$ cat config.mk
export PLATFORM = sky130hd
export DESIGN_NAME = iter_div_unit
export DESIGN_NICKNAME = d
export VERILOG_FILES = /design/src/rtl/iter_div_unit.sv
export SDC_FILE = /design/constraint.sdc
export NUM_CORES = 1
export LEC_CHECK = 0
export CAP_MARGIN = 20
export CORE_AREA = 2 2 207 209
export CTS_CLUSTER_DIAMETER = 120
export DETAILED_ROUTE_END_ITERATION = 12
export DIE_AREA = 0 0 209 211
export HOLD_SLACK_MARGIN = 0.1
export SYNTH_ARGS = -nofsm -noshare
export SYNTH_HDL_FRONTEND = slang
export SYNTH_SLANG_ARGS = --single-unit
$ cat constraint.sdc
create_clock -name clk -period 7.6 [get_ports clk]
set_input_delay 0.76 -clock clk [delete_from_list [all_inputs] [get_ports clk]]
set_output_delay 0.76 -clock clk [all_outputs]
set_load 0.1 [all_outputs]
$ cat src/rtl/iter_div_unit.sv
// iter_div_unit: multi-cycle radix-2 restoring divider producing quotient and remainder
module iter_div_unit #(
  parameter int WIDTH = 32
) (
  input  logic             clk,
  input  logic             rst,
  input  logic             op,
  input  logic [WIDTH-1:0] dividend,
  input  logic [WIDTH-1:0] divisor,
  input  logic             start,
  output logic             is_running,
  output logic [WIDTH-1:0] quotient_out,
  output logic [WIDTH-1:0] remainder_out,
  output logic             done
);
  localparam int CW = $clog2(WIDTH);
  typedef enum logic [1:0] {IDLE, CALC, FIX} state_t;
  state_t           state_q, state_d;
  logic [CW-1:0]    cnt_q, cnt_d;
  logic [WIDTH-1:0] rem_q, rem_d, quo_q, quo_d, dvs_q, dvs_d, orig_q, orig_d;
  logic [WIDTH-1:0] qout_q, qout_d, rout_q, rout_d;
  logic             sa_q, sa_d, sb_q, sb_d, run_q, run_d, done_q, done_d;
  logic [WIDTH:0]   sh;
  logic             ge;
  assign sh = {rem_q, quo_q[WIDTH-1]};
  assign ge = sh >= {1'b0, dvs_q};
  // next-state: latch magnitudes on start, one restoring step per CALC edge, sign fix in FIX
  always_comb begin
    state_d = state_q;
    cnt_d   = cnt_q;
    rem_d   = rem_q;
    quo_d   = quo_q;
    dvs_d   = dvs_q;
    orig_d  = orig_q;
    sa_d    = sa_q;
    sb_d    = sb_q;
    run_d   = run_q;
    qout_d  = qout_q;
    rout_d  = rout_q;
    done_d  = 1'b0;
    if (state_q == IDLE) begin
      if (start) begin
        sa_d    = op & dividend[WIDTH-1];
        sb_d    = op & divisor[WIDTH-1];
        quo_d   = sa_d ? -dividend : dividend;
        dvs_d   = sb_d ? -divisor : divisor;
        orig_d  = dividend;
        rem_d   = '0;
        cnt_d   = '0;
        run_d   = 1'b1;
        state_d = CALC;
      end
    end else if (state_q == CALC) begin
      rem_d   = ge ? sh[WIDTH-1:0] - dvs_q : sh[WIDTH-1:0];
      quo_d   = {quo_q[WIDTH-2:0], ge};
      cnt_d   = cnt_q + 1'b1;
      state_d = (cnt_q == CW'(WIDTH - 1)) ? FIX : CALC;
    end else begin
      qout_d  = (dvs_q == '0) ? '1 : (sa_q ^ sb_q) ? -quo_q : quo_q;
      rout_d  = (dvs_q == '0) ? orig_q : sa_q ? -rem_q : rem_q;
      done_d  = 1'b1;
      run_d   = 1'b0;
      state_d = IDLE;
    end
  end
  // state and datapath registers, cleared asynchronously
  always_ff @(posedge clk or posedge rst) begin
    if (rst) begin
      state_q <= IDLE;
      cnt_q   <= '0;
      rem_q   <= '0;
      quo_q   <= '0;
      dvs_q   <= '0;
      orig_q  <= '0;
      sa_q    <= 1'b0;
      sb_q    <= 1'b0;
      run_q   <= 1'b0;
      qout_q  <= '0;
      rout_q  <= '0;
      done_q  <= 1'b0;
    end else begin
      state_q <= state_d;
      cnt_q   <= cnt_d;
      rem_q   <= rem_d;
      quo_q   <= quo_d;
      dvs_q   <= dvs_d;
      orig_q  <= orig_d;
      sa_q    <= sa_d;
      sb_q    <= sb_d;
      run_q   <= run_d;
      qout_q  <= qout_d;
      rout_q  <= rout_d;
      done_q  <= done_d;
    end
  end
  assign is_running    = run_q;
  assign quotient_out  = qout_q;
  assign remainder_out = rout_q;
  assign done          = done_q;
endmodule
==> key figures <==
Clock network
  – Clock Tree Buf Depth: 3
  – CTS tree: done
  – Clk root buf: clkbuf_16
  – Postcts setup bufs: 0
  – CTS resizes: 0
  – Clk_lat worst skew: 0.53 ns
  – Hold buffers post-CTS: 0
  – Clock Pin Slew Worst Setup and Hold Paths: roughly 0.06 ns
  – CTS H-tree lvls: 1
  – CTS Buf Count: 25
  – Clk sinks: between 200 and 250

STA
  – Skew final: around 0.013 ns
  – Tcrit/Tclk final: 48.0%
  – Highest Clock Rate: 274 MHz
  – TNS Setup: 0 ns
  – Worst-margin pin slew: 1.08 ns
  – Crit path time final: 3.65 ns
  – Final setup vio count: 0
  – Hold WS: about 0.48 ns
  – Final-report hold violation count: 0
  – RSZ-0062 raised after global routing: false
  – Final WS setup: 3.95 ns
  – Slew HR: 28.0%
  – Final Max Slew Viols: 0

Synthesis
  – Synthesized flop and latch total: 203
  – EDFF count, synth: 0
  – Count of different cell masters after synthesis: 56
  – Ys flop type: dfrtp_1
  – Post-Syn Area: around 12,000 um^2
  – Syn avg cell area: 8.68 um^2
  – Syn nets: 1,534
  – Sequential share of the synthesized area: between 40% and 50%
  – Fraction of registers with async set/reset: 100%
  – Syn Inst Count: 1,427
  – Synth Warn #: 0

Placed design
  – I/O Buffers: 133
  – Final Wtd Congestion: around 0.84
  – DP HPWL: 25.8 mm
  – DP Worst Slack: 3.74 ns

Global routing
  – GRT Residual Overflow: 0
  – Antenna violations before repair: 2
  – All-layer global routing usage: 16.0%
  – Vias in the first global route: 10,300
  – First-pass GRT wire length: between 50 and 60 mm
  – Largest net degree at the start of global routing: about 130

Worst setup path
  – Req. time, crit path: 7.99 ns
  – Worst path arrival time: 4.04 ns
  – Slowest cell on the critical path: a221oi_1
  – Max incr delay on CP: 0.57 ns
  – CP Class: flop to flop
  – Worst Path Buf+Inv: 2
  – Most common cell on crit path: inv_1
  – Crit Path Max Fanout: 4
  – Startpoint types: flop
  – Cell chain of the critical path: inv_1 > ha_1 > inv_1 > fa_1 > a21o_1 > a221oi_1 > nand2_1 > a211oi_1 > o2111ai_1 > nand3_1 > nand2b_1 > a21oi_1 > xor2_1 > o21ai_0
  – Crit end category: flop
  – Cell class contributing the biggest share of worst-path delay: compound AO/OA/AOI/OAI gates

Layout
  – P&R area growth vs syn: 21.9%
  – Layout cells sized above 1: 6.28%
  – Final core utilization: a little over a third
  – Nets: 1,633
  – Ant diodes: 0

Die
  – Initial core utilization: 29.6%
  – Die ar.: 44,100 um^2
  – Die H: approximately 210 um
  – Die X: 209 um
  – Site Rows: 75
  – Core area: between 40,000 and 50,000 um^2
  – Top Ports: 134

Drt
  – Detail Route Antenna Nets: 0
  – WL per Instance: about 17 um
  – Via/cell ratio: 5.09
  – Total Wirelength: 35.5 mm
  – Drt pass-1 iters: 6
  – DR DRC count: 0
  – DRT iter0 DRCs: 781
  – Vias: 10,600

Job
  – Max-cap violations: 0

Run status
  – Status: complete, no violations

Min path
  – Hold Crit Class: flop to flop
-- sequential cells by signal, indices dropped and copies added, names as in the netlist, 2 cells and up --
register / cells
quotient_out: 32
cnt_q: 5
state_q: 2
remainder_out: 32
dvs_q: 32
quo_q: 32
rem_q: 32
orig_q: 32
-- cell usage in the layout (no fill, tap or decap), types with 6 or more instances in the layout --
| master | n |
|---|---|
| nand2_1 | 220 |
| dfrtp_1 | 202 |
| o21ai_0 | 145 |
| clkdlybuf4s50_1 | 133 |
| a21oi_1 | 118 |
| nor2_1 | 89 |
| xor2_1 | 80 |
| xnor2_1 | 64 |
| inv_1 | 60 |
| o22a_1 | 42 |
| ha_1 | 38 |
| clkbuf_16 | 25 |
| mux2_2 | 23 |
| nor2b_1 | 22 |
| or3_1 | 21 |
| mux2i_1 | 20 |
| o31ai_1 | 17 |
| nor4_1 | 17 |
| nor3_1 | 15 |
| buf_4 | 14 |
| o41ai_1 | 13 |
| o22ai_1 | 11 |
| nand4_1 | 10 |
| nand3_1 | 10 |
| a31oi_1 | 10 |
| nand2b_1 | 9 |
| a21o_1 | 9 |
| a22oi_1 | 9 |
| or4_1 | 8 |
| a32oi_1 | 7 |
| and3_1 | 6 |
| and2_1 | 6 |
-- metal layers --
metal  global-route usage (%)  wire [um]  vias to the layer above
li1                         -          -                     5214
met1                     22.0      16500                     5075
met2                     26.7      16600                      271
met3                     2.39       1770                       44
met4                     3.25        607                        4
met5                        0         28                        -
-- worst reg2reg max path, cell delays in order, from the launching register on --
cell and delay [ns]:
dfrtp_1 0.42, inv_1 0.14, ha_1 0.20, inv_1 0.06, fa_1 0.40, a21o_1 0.20, a221oi_1 0.57, nand2_1 0.17
a211oi_1 0.42, o2111ai_1 0.19, nand3_1 0.19, nand2b_1 0.08, a21oi_1 0.19, xor2_1 0.20, o21ai_0 0.10
-- cell families after synthesis --
family	count (synthesis)	synth area share, %
AOI/OAI and AO/OA	413	20.4
xor gates and xnor gates	144	10.2
adders and majority gates	39	4.00
buffers and inverters	136	4.17
DFF	203	41.0
muxes	43	3.71
and+or+nand+nor	449	16.5
-- Yosys cell counts, types with 3 or more instances --
cell,count,area (um^2)
nand2_1,220,826
dfrtp_1,203,5080
o21ai_0,145,726
a21oi_1,118,591
nor2_1,90,338
xor2_1,80,701
clkbuf_1,67,251
xnor2_1,64,561
inv_1,61,229
o22a_1,42,368
ha_1,38,475
nor2b_1,24,150
mux2_2,23,259
or3_1,21,131
mux2i_1,20,200
nor4_1,17,106
o31ai_1,17,128
nor3_1,15,75.1
o41ai_1,13,114
o22ai_1,11,68.8
a31oi_1,10,62.6
nand2b_1,10,62.6
nand3_1,10,50.1
nand4_1,10,62.6
a21o_1,9,67.6
a22oi_1,9,67.6
or4_1,8,60.1
a32oi_1,7,61.3
and2_1,6,37.5
and3_1,6,37.5
buf_1,5,18.8
o21bai_1,5,37.5
a211oi_1,4,30.0
a22o_1,4,35.0
o21a_1,4,30.0
o211ai_1,3,22.5
or2_2,3,18.8
-- stage by stage --
| stage | instances | instance area (um^2) |
|---|---|---|
| final | 2083 | 15100 |
| after global routing | 2083 | 15100 |
| after CTS | 2083 | 15100 |
| after detailed placement | 2038 | 14200 |
| after global placement | 2038 | 14200 |
| after floorplan | 1427 | 12400 |
-- worst paths after layout --
path / to / cells past startpoint / slack, ns / start
max: rem_q[28] / 14 / 3.95 / quo_q[31]
min reg2reg: orig_q[5] / 2 / 0.48 / orig_q[5]
max reg2reg: rem_q[28] / 14 / 3.95 / quo_q[31]
max in group asynchronous: dvs_q[28] / 3 / 5.25 / rst
min: orig_q[5] / 2 / 0.48 / orig_q[5]
min in group asynchronous: quotient_out[18] / 2 / 0.83 / rst
-- area by class of cell --
cell class                 count  area [um^2]
sequential                   203         5080
inverter                      61          236
multi-input combinational   1088         6800
clock buffer                  33          706
timing repair buffer         147         1440
clock inverter                12          150
fill                        4220        26700
tap                          539          674
Power is not shown: default switching activity piles up to over one toggle a cycle in this logic, so the estimate is an artifact.
